<file path="config.mk">
export PLATFORM = sky130hd
export DESIGN_NAME = sq_split_terms_flat
export DESIGN_NICKNAME = d
export VERILOG_FILES = /design/src/rtl/msu_pkg.sv /design/src/rtl/sq_split_terms_if.sv /design/src/rtl/sq_split_terms.sv /design/src/flat_wrapper.sv
export SDC_FILE = /design/constraint.sdc
export NUM_CORES = 1
export LEC_CHECK = 0
export ABC_AREA = 1
export CAP_MARGIN = 10
export CORE_UTILIZATION = 50
export DETAILED_ROUTE_END_ITERATION = 6
export PLACE_DENSITY = 0.78
export REMOVE_ABC_BUFFERS = 1
export SLEW_MARGIN = 10
export SYNTH_ARGS = -nofsm -noshare
export SYNTH_HDL_FRONTEND = slang
export SYNTH_SLANG_ARGS = --single-unit
</file>
<file path="constraint.sdc">
create_clock -name clk_i -period 4.5 [get_ports clk_i]
set_clock_uncertainty 0.2 [all_clocks]
set_input_delay 0.675 -clock clk_i [delete_from_list [all_inputs] [get_ports clk_i]]
set_output_delay 0.675 -clock clk_i [all_outputs]
set_load 0.01 [all_outputs]
</file>
<file path="src/rtl/msu_pkg.sv">
// Shared sizing constants for the multiply/square unit blocks.
package msu_pkg;
    localparam int SqGridRows = 4;
    localparam int TreeBits   = 4;
    localparam int SqSumBits  = 8;
endpackage

</file>
<file path="src/rtl/sq_split_terms_if.sv">
// Handshake bundle for sq_split_terms: value input side and split-term output side.
interface sq_split_terms_if #(
    parameter int NumTerms = msu_pkg::SqGridRows,
    parameter int TermBits = msu_pkg::TreeBits,
    parameter int SumBits  = msu_pkg::SqSumBits
);
    logic [SumBits-1:0]  value_i;
    logic                valid_i;
    logic                ready_o;
    logic [TermBits-1:0] terms_o [NumTerms];
    logic                valid_o;
    logic                ready_i;
    logic                overflow_o;

    modport slave (
        input  value_i, valid_i, ready_i,
        output ready_o, terms_o, valid_o, overflow_o
    );

    modport master (
        output value_i, valid_i, ready_i,
        input  ready_o, terms_o, valid_o, overflow_o
    );
endinterface

</file>
<file path="src/rtl/sq_split_terms.sv">
// Splits a value into NumTerms saturating terms of at most 2^TermBits-1 each (inverse of the square-sum term adder).
// Optional macro SQ_SPLIT_TERMS_EARLY_DONE_EN: finish SPLIT as soon as the remainder reaches zero.
module sq_split_terms #(
    parameter int NumTerms = msu_pkg::SqGridRows,
    parameter int TermBits = msu_pkg::TreeBits,
    parameter int SumBits  = msu_pkg::SqSumBits
) (
    input  logic           clk_i,
    input  logic           rst_i,
    sq_split_terms_if.slave bus
);
    localparam int IdxBits = (NumTerms > 1) ? $clog2(NumTerms) : 1;
    localparam logic [SumBits-1:0] TermMax = SumBits'((64'd1 << TermBits) - 64'd1);
    localparam logic [IdxBits-1:0] LastIdx = IdxBits'(NumTerms - 1);

    typedef enum logic [1:0] {IDLE, SPLIT, DONE} state_t;

    state_t              state_reg;
    logic [SumBits-1:0]  rem_reg;
    logic [IdxBits-1:0]  idx_reg;
    logic [TermBits-1:0] terms_reg [NumTerms];
    logic                ready_reg;
    logic                valid_reg;
    logic                overflow_reg;

    logic [SumBits-1:0]  take_next;
    logic [SumBits-1:0]  rem_next;
    logic                split_end;

    // The min is taken at full remainder width so large remainders saturate rather than wrap.
    always_comb begin
        take_next = (rem_reg > TermMax) ? TermMax : rem_reg;
        rem_next  = rem_reg - take_next;
`ifdef SQ_SPLIT_TERMS_EARLY_DONE_EN
        split_end = (idx_reg == LastIdx) || (rem_next == '0);
`else
        split_end = (idx_reg == LastIdx);
`endif
    end

    always_ff @(posedge clk_i) begin
        if (rst_i) begin
            state_reg    <= IDLE;
            rem_reg      <= '0;
            idx_reg      <= '0;
            ready_reg    <= 1'b1;
            valid_reg    <= 1'b0;
            overflow_reg <= 1'b0;
            for (int i = 0; i < NumTerms; i++) begin
                terms_reg[i] <= '0;
            end
        end else begin
            case (state_reg)
                IDLE: begin
                    if (bus.valid_i) begin
                        rem_reg      <= bus.value_i;
                        idx_reg      <= '0;
                        overflow_reg <= 1'b0;
                        for (int i = 0; i < NumTerms; i++) begin
                            terms_reg[i] <= '0;
                        end
                        ready_reg    <= 1'b0;
                        state_reg    <= SPLIT;
                    end
                end
                SPLIT: begin
                    terms_reg[idx_reg] <= take_next[TermBits-1:0];
                    rem_reg            <= rem_next;
                    idx_reg            <= idx_reg + 1'b1;
                    if (split_end) begin
                        // Any remainder left after the last term is the overflow.
                        overflow_reg <= (rem_next != '0);
                        valid_reg    <= 1'b1;
                        state_reg    <= DONE;
                    end
                end
                DONE: begin
                    if (bus.ready_i) begin
                        valid_reg <= 1'b0;
                        ready_reg <= 1'b1;
                        state_reg <= IDLE;
                    end
                end
                default: begin
                    valid_reg <= 1'b0;
                    ready_reg <= 1'b1;
                    state_reg <= IDLE;
                end
            endcase
        end
    end

    generate
        for (genvar gi = 0; gi < NumTerms; gi++) begin : g_terms
            assign bus.terms_o[gi] = terms_reg[gi];
        end
    endgenerate

    assign bus.ready_o    = ready_reg;
    assign bus.valid_o    = valid_reg;
    assign bus.overflow_o = overflow_reg;
endmodule

</file>
<file path="src/flat_wrapper.sv">
// flat-port wrapper written by rule: the top's interface ports become plain ports
module sq_split_terms_flat 
#(
    parameter int NumTerms = msu_pkg::SqGridRows,
    parameter int TermBits = msu_pkg::TreeBits,
    parameter int SumBits  = msu_pkg::SqSumBits
)
  (clk_i, rst_i, bus_value_i, bus_valid_i, bus_ready_i, bus_ready_o, bus_terms_o, bus_valid_o, bus_overflow_o);
  sq_split_terms_if #(.NumTerms(NumTerms), .TermBits(TermBits), .SumBits(SumBits)) bus_i ();
  input  logic clk_i;
  input  logic rst_i;
  input wire logic [$bits(bus_i.value_i)-1:0] bus_value_i;
  input wire logic [$bits(bus_i.valid_i)-1:0] bus_valid_i;
  input wire logic [$bits(bus_i.ready_i)-1:0] bus_ready_i;
  output wire logic [$bits(bus_i.ready_o)-1:0] bus_ready_o;
  output wire logic [$bits(bus_i.terms_o)-1:0] bus_terms_o;
  output wire logic [$bits(bus_i.valid_o)-1:0] bus_valid_o;
  output wire logic [$bits(bus_i.overflow_o)-1:0] bus_overflow_o;
  assign bus_i.value_i = bus_value_i;
  assign bus_i.valid_i = bus_valid_i;
  assign bus_i.ready_i = bus_ready_i;
  assign bus_ready_o = bus_i.ready_o;
  assign bus_terms_o = {>>{bus_i.terms_o}};
  assign bus_valid_o = bus_i.valid_o;
  assign bus_overflow_o = bus_i.overflow_o;
  sq_split_terms #(.NumTerms(NumTerms), .TermBits(TermBits), .SumBits(SumBits)) u_core (.clk_i(clk_i), .rst_i(rst_i), .bus(bus_i));
endmodule
</file>
==> flow_metrics.env <==
export IMPL_run_status="finished clean"
export IMPL_reg2reg_from="u_core.rem_reg[5]"
export IMPL_clk_insertion_delay_late_ns=0.33
export IMPL_cts_path_max_buffers=2
export IMPL_drive_gt1_frac=0.07109
export IMPL_synthXorXnorAreaFrac=0
export IMPL_slew_headroom=0.7431
export IMPL_cp_arrival_ns=2.23
export IMPL_place_ws_ns=2.089
export IMPL_ys_types=29
export IMPL_synthCells=176
export IMPL_hold_path_class="reg -> reg"
export IMPL_setup_violations_final=0
export IMPL_synth_mux_area_fraction=0
export IMPL_dpl_cell_area_sq_um=1800
export IMPL_fillers=224
export IMPL_ys_seq_area_frac=0.5270
export IMPL_cts_clk_slew_worst_paths_ns=0.10
export IMPL_grt_ovfl_total=0
export IMPL_die_h_microns=56.43
export IMPL_r2r_end="u_core.bus.overflow_o"
export IMPL_dr_total_vias=1307
export IMPL_layout_min_cycle_time_ns=2.190
export IMPL_required_ns=4.54
export IMPL_ant_nets=0
export IMPL_ios=31
export IMPL_nets=227
export IMPL_critPathKind="reg -> reg"
export IMPL_peakVddDrop_mv=0.3297
export IMPL_grt_pass1_wl_mm=5.347
export IMPL_cts_buffers=5
export IMPL_finalInstanceArea_sq_um=1887
export IMPL_reg2reg_slack_ns=2.31
export IMPL_ctsHtreeMaxLevel=2
export IMPL_num_antenna_cells=0
export IMPL_hold_buffers=0
export IMPL_routed_via_density=5.401
export IMPL_synth_top_family_by_area="simple AND/OR/NAND/NOR gates"
export IMPL_whs_endpoint="u_core.bus.ready_o"
export IMPL_max_freq_mhz=456.6
export IMPL_numClockSinks=31
export IMPL_area_delta_synth_final_pct=27.36
export IMPL_post_drt_wl_per_cell_microns=12.76
export IMPL_cp_max_fo=13
export IMPL_antenna_found_initial=0
export IMPL_dpl_hpwl_mm=2.414
export IMPL_port_buffers=30
export IMPL_ys_ff_latch=31
export IMPL_cts_resized=0
export IMPL_drt_wl_total_mm=3.089
export IMPL_cap_violations=0
export IMPL_leakagePower_nw=0.8109
export IMPL_die_x_microns=56.43
export IMPL_clock_root_buffer="clkbuf_4"
export IMPL_post_cts_setup_buffers=0
export IMPL_grtUsageTotal=0.2209
export IMPL_rsz0062_at_grt="no"
export IMPL_fin_crit_sh=0.4867
export IMPL_fin_ws_ns=2.310
export IMPL_rr_worst_depth=11
export IMPL_netlist_area_sq_um=1481
export IMPL_drt_iter0_drc=54
export IMPL_rows=19
export IMPL_fp_dieArea_sq_um=3184
export IMPL_largest_reg_flops=16
export IMPL_fin_total_pwr_mw=0.7230
export IMPL_cts_tree="done"
export IMPL_tns_ns=0
export IMPL_end_kind="register"
export IMPL_worst_slew_pin_slew_ns=0.3840
export IMPL_finalHoldViolCount=0
export IMPL_gp_congestion=0.8091
export IMPL_hold_depth=2
export IMPL_hold_slack_ns=0.3203
export IMPL_synth_adder_area_share=0.04223
export IMPL_power_density_nw_per_um2=383.2
export IMPL_drt_pass1_iterations=4
export IMPL_synth_compound_area_frac=0.1047
export IMPL_ys_warn_count=0
export IMPL_critPathLaunchType="register"
export IMPL_grt_pass1_vias=1256
export IMPL_synthFlopType="edfxtp_1"
export IMPL_synth_simple_gate_area_frac=0.2694
export IMPL_drcViolationCount=0
export IMPL_drv_slew=0
export IMPL_async_flop_share=0
export IMPL_grt_start_max_net_pins=14
export IMPL_hp_start="u_core.bus.ready_o"
export IMPL_avgSynthCellArea_sq_um=8.417
export IMPL_synth_edf_count=16
export IMPL_initial_utilization=0.5326
export IMPL_core_area_sq_um=2781
-- Yosys cell counts, drive strengths merged (2+ instances only) --
| cell | count | area [sq um] |
|---|---|---|
| nand2 | 48 | 190.2 |
| nor2 | 31 | 121.4 |
| edfxtp | 16 | 480.5 |
| inv | 16 | 60.06 |
| dfxtp | 15 | 300.3 |
| o21ai | 13 | 65.06 |
| nand3 | 9 | 50.05 |
| a21oi | 5 | 25.02 |
| ha | 5 | 62.56 |
| a31oi | 3 | 18.77 |
| buf | 2 | 16.26 |
| nor3 | 2 | 10.01 |
-- critical path: stages (launching register included) --
cell and delay [ns]:
dfxtp_1 0.44, nor2_2 0.08, nand2_2 0.22, nand2_1 0.18, ha_1 0.32, nand3b_1 0.15
nor2_1 0.10, nand2_1 0.07, nor2_2 0.10, nand3_1 0.12, nand2_1 0.08, inv_1 0.03
-- layer usage --
layer	vias to the layer above	wire (microns)	track usage
met1	594	1294	0.2632
li1	653	-	-
met5	-	0	0
met4	0	72	0.08362
met3	7	165	0.05760
met2	53	1556	0.3798
-- stage by stage --
step	instances	utilization
finish	242	0.6784
global route	242	0.6784
CTS	242	0.6784
detailed placement	234	0.6473
global placement	234	0.6473
floorplan	173	-
-- power by group --
| group | switching, mW | internal (mW) | total [mW] |
|---|---|---|---|
| sequential | 0.0137 | 0.320 | 0.333 |
| clock | 0.0957 | 0.131 | 0.227 |
| combinational | 0.0983 | 0.0644 | 0.163 |
-- worst max-delay path by stage --
| stage | startpoint | to | slack (ns) | depth (start not counted) |
|---|---|---|---|---|
| 3_3_place_gp | bus_valid_i | u_core.terms_reg[2][1] | 2.14 | 5 |
| 4_1_cts | u_core.rem_reg[4] | u_core.bus.overflow_o | 2.34 | 11 |
| 5_1_grt | u_core.rem_reg[4] | u_core.bus.overflow_o | 2.19 | 13 |
| 6_report | u_core.rem_reg[5] | u_core.bus.overflow_o | 2.31 | 11 |
| 2_1_floorplan | u_core.rem_reg[4] | u_core.bus.overflow_o | 2.63 | 11 |
| 3_5_place_dp | bus_valid_i | u_core.terms_reg[1][1] | 2.09 | 5 |
-- placed cells by master (no fill, tap or decap) --
master,instances
bufinv_16,1
clkinv_1,1
clkbuf_4,5
nand4_1,1
clkdlybuf4s50_1,30
o211ai_1,1
dfxtp_1,15
nand3_1,8
a21boi_2,1
a21oi_1,5
ha_1,5
nor3b_1,1
nor2_1,29
a31oi_1,3
inv_1,16
nor3_1,2
nand2_2,1
o21ai_1,1
clkbuf_8,1
nand3b_1,1
nor2_2,2
o21ai_0,12
clkinv_2,1
nand2_1,46
a32o_1,1
o221ai_1,1
nand2_4,1
nand3_2,1
or2_2,1
a221oi_1,1
edfxtp_1,16
-- cell families after synthesis --
kind of cell / count (synthesis)
fa+ha+maj: 5
compound gates: 26
simple gates: 94
flops: 31
buf+inv: 20
-- final cells by class --
type / count / area (sq um) / area share
clock buffers: 6 / 51.30 / 0.02719
clock inverters: 2 / 35.03 / 0.01857
well taps: 31 / 38.79 / 0.02056
inverters: 17 / 63.81 / 0.03382
multi-input cells: 125 / 616.8 / 0.3269
repair buffers: 30 / 300.3 / 0.1592
flip-flops and latches: 31 / 780.7 / 0.4138
Note: power is estimated with default switching activity, not from simulation.
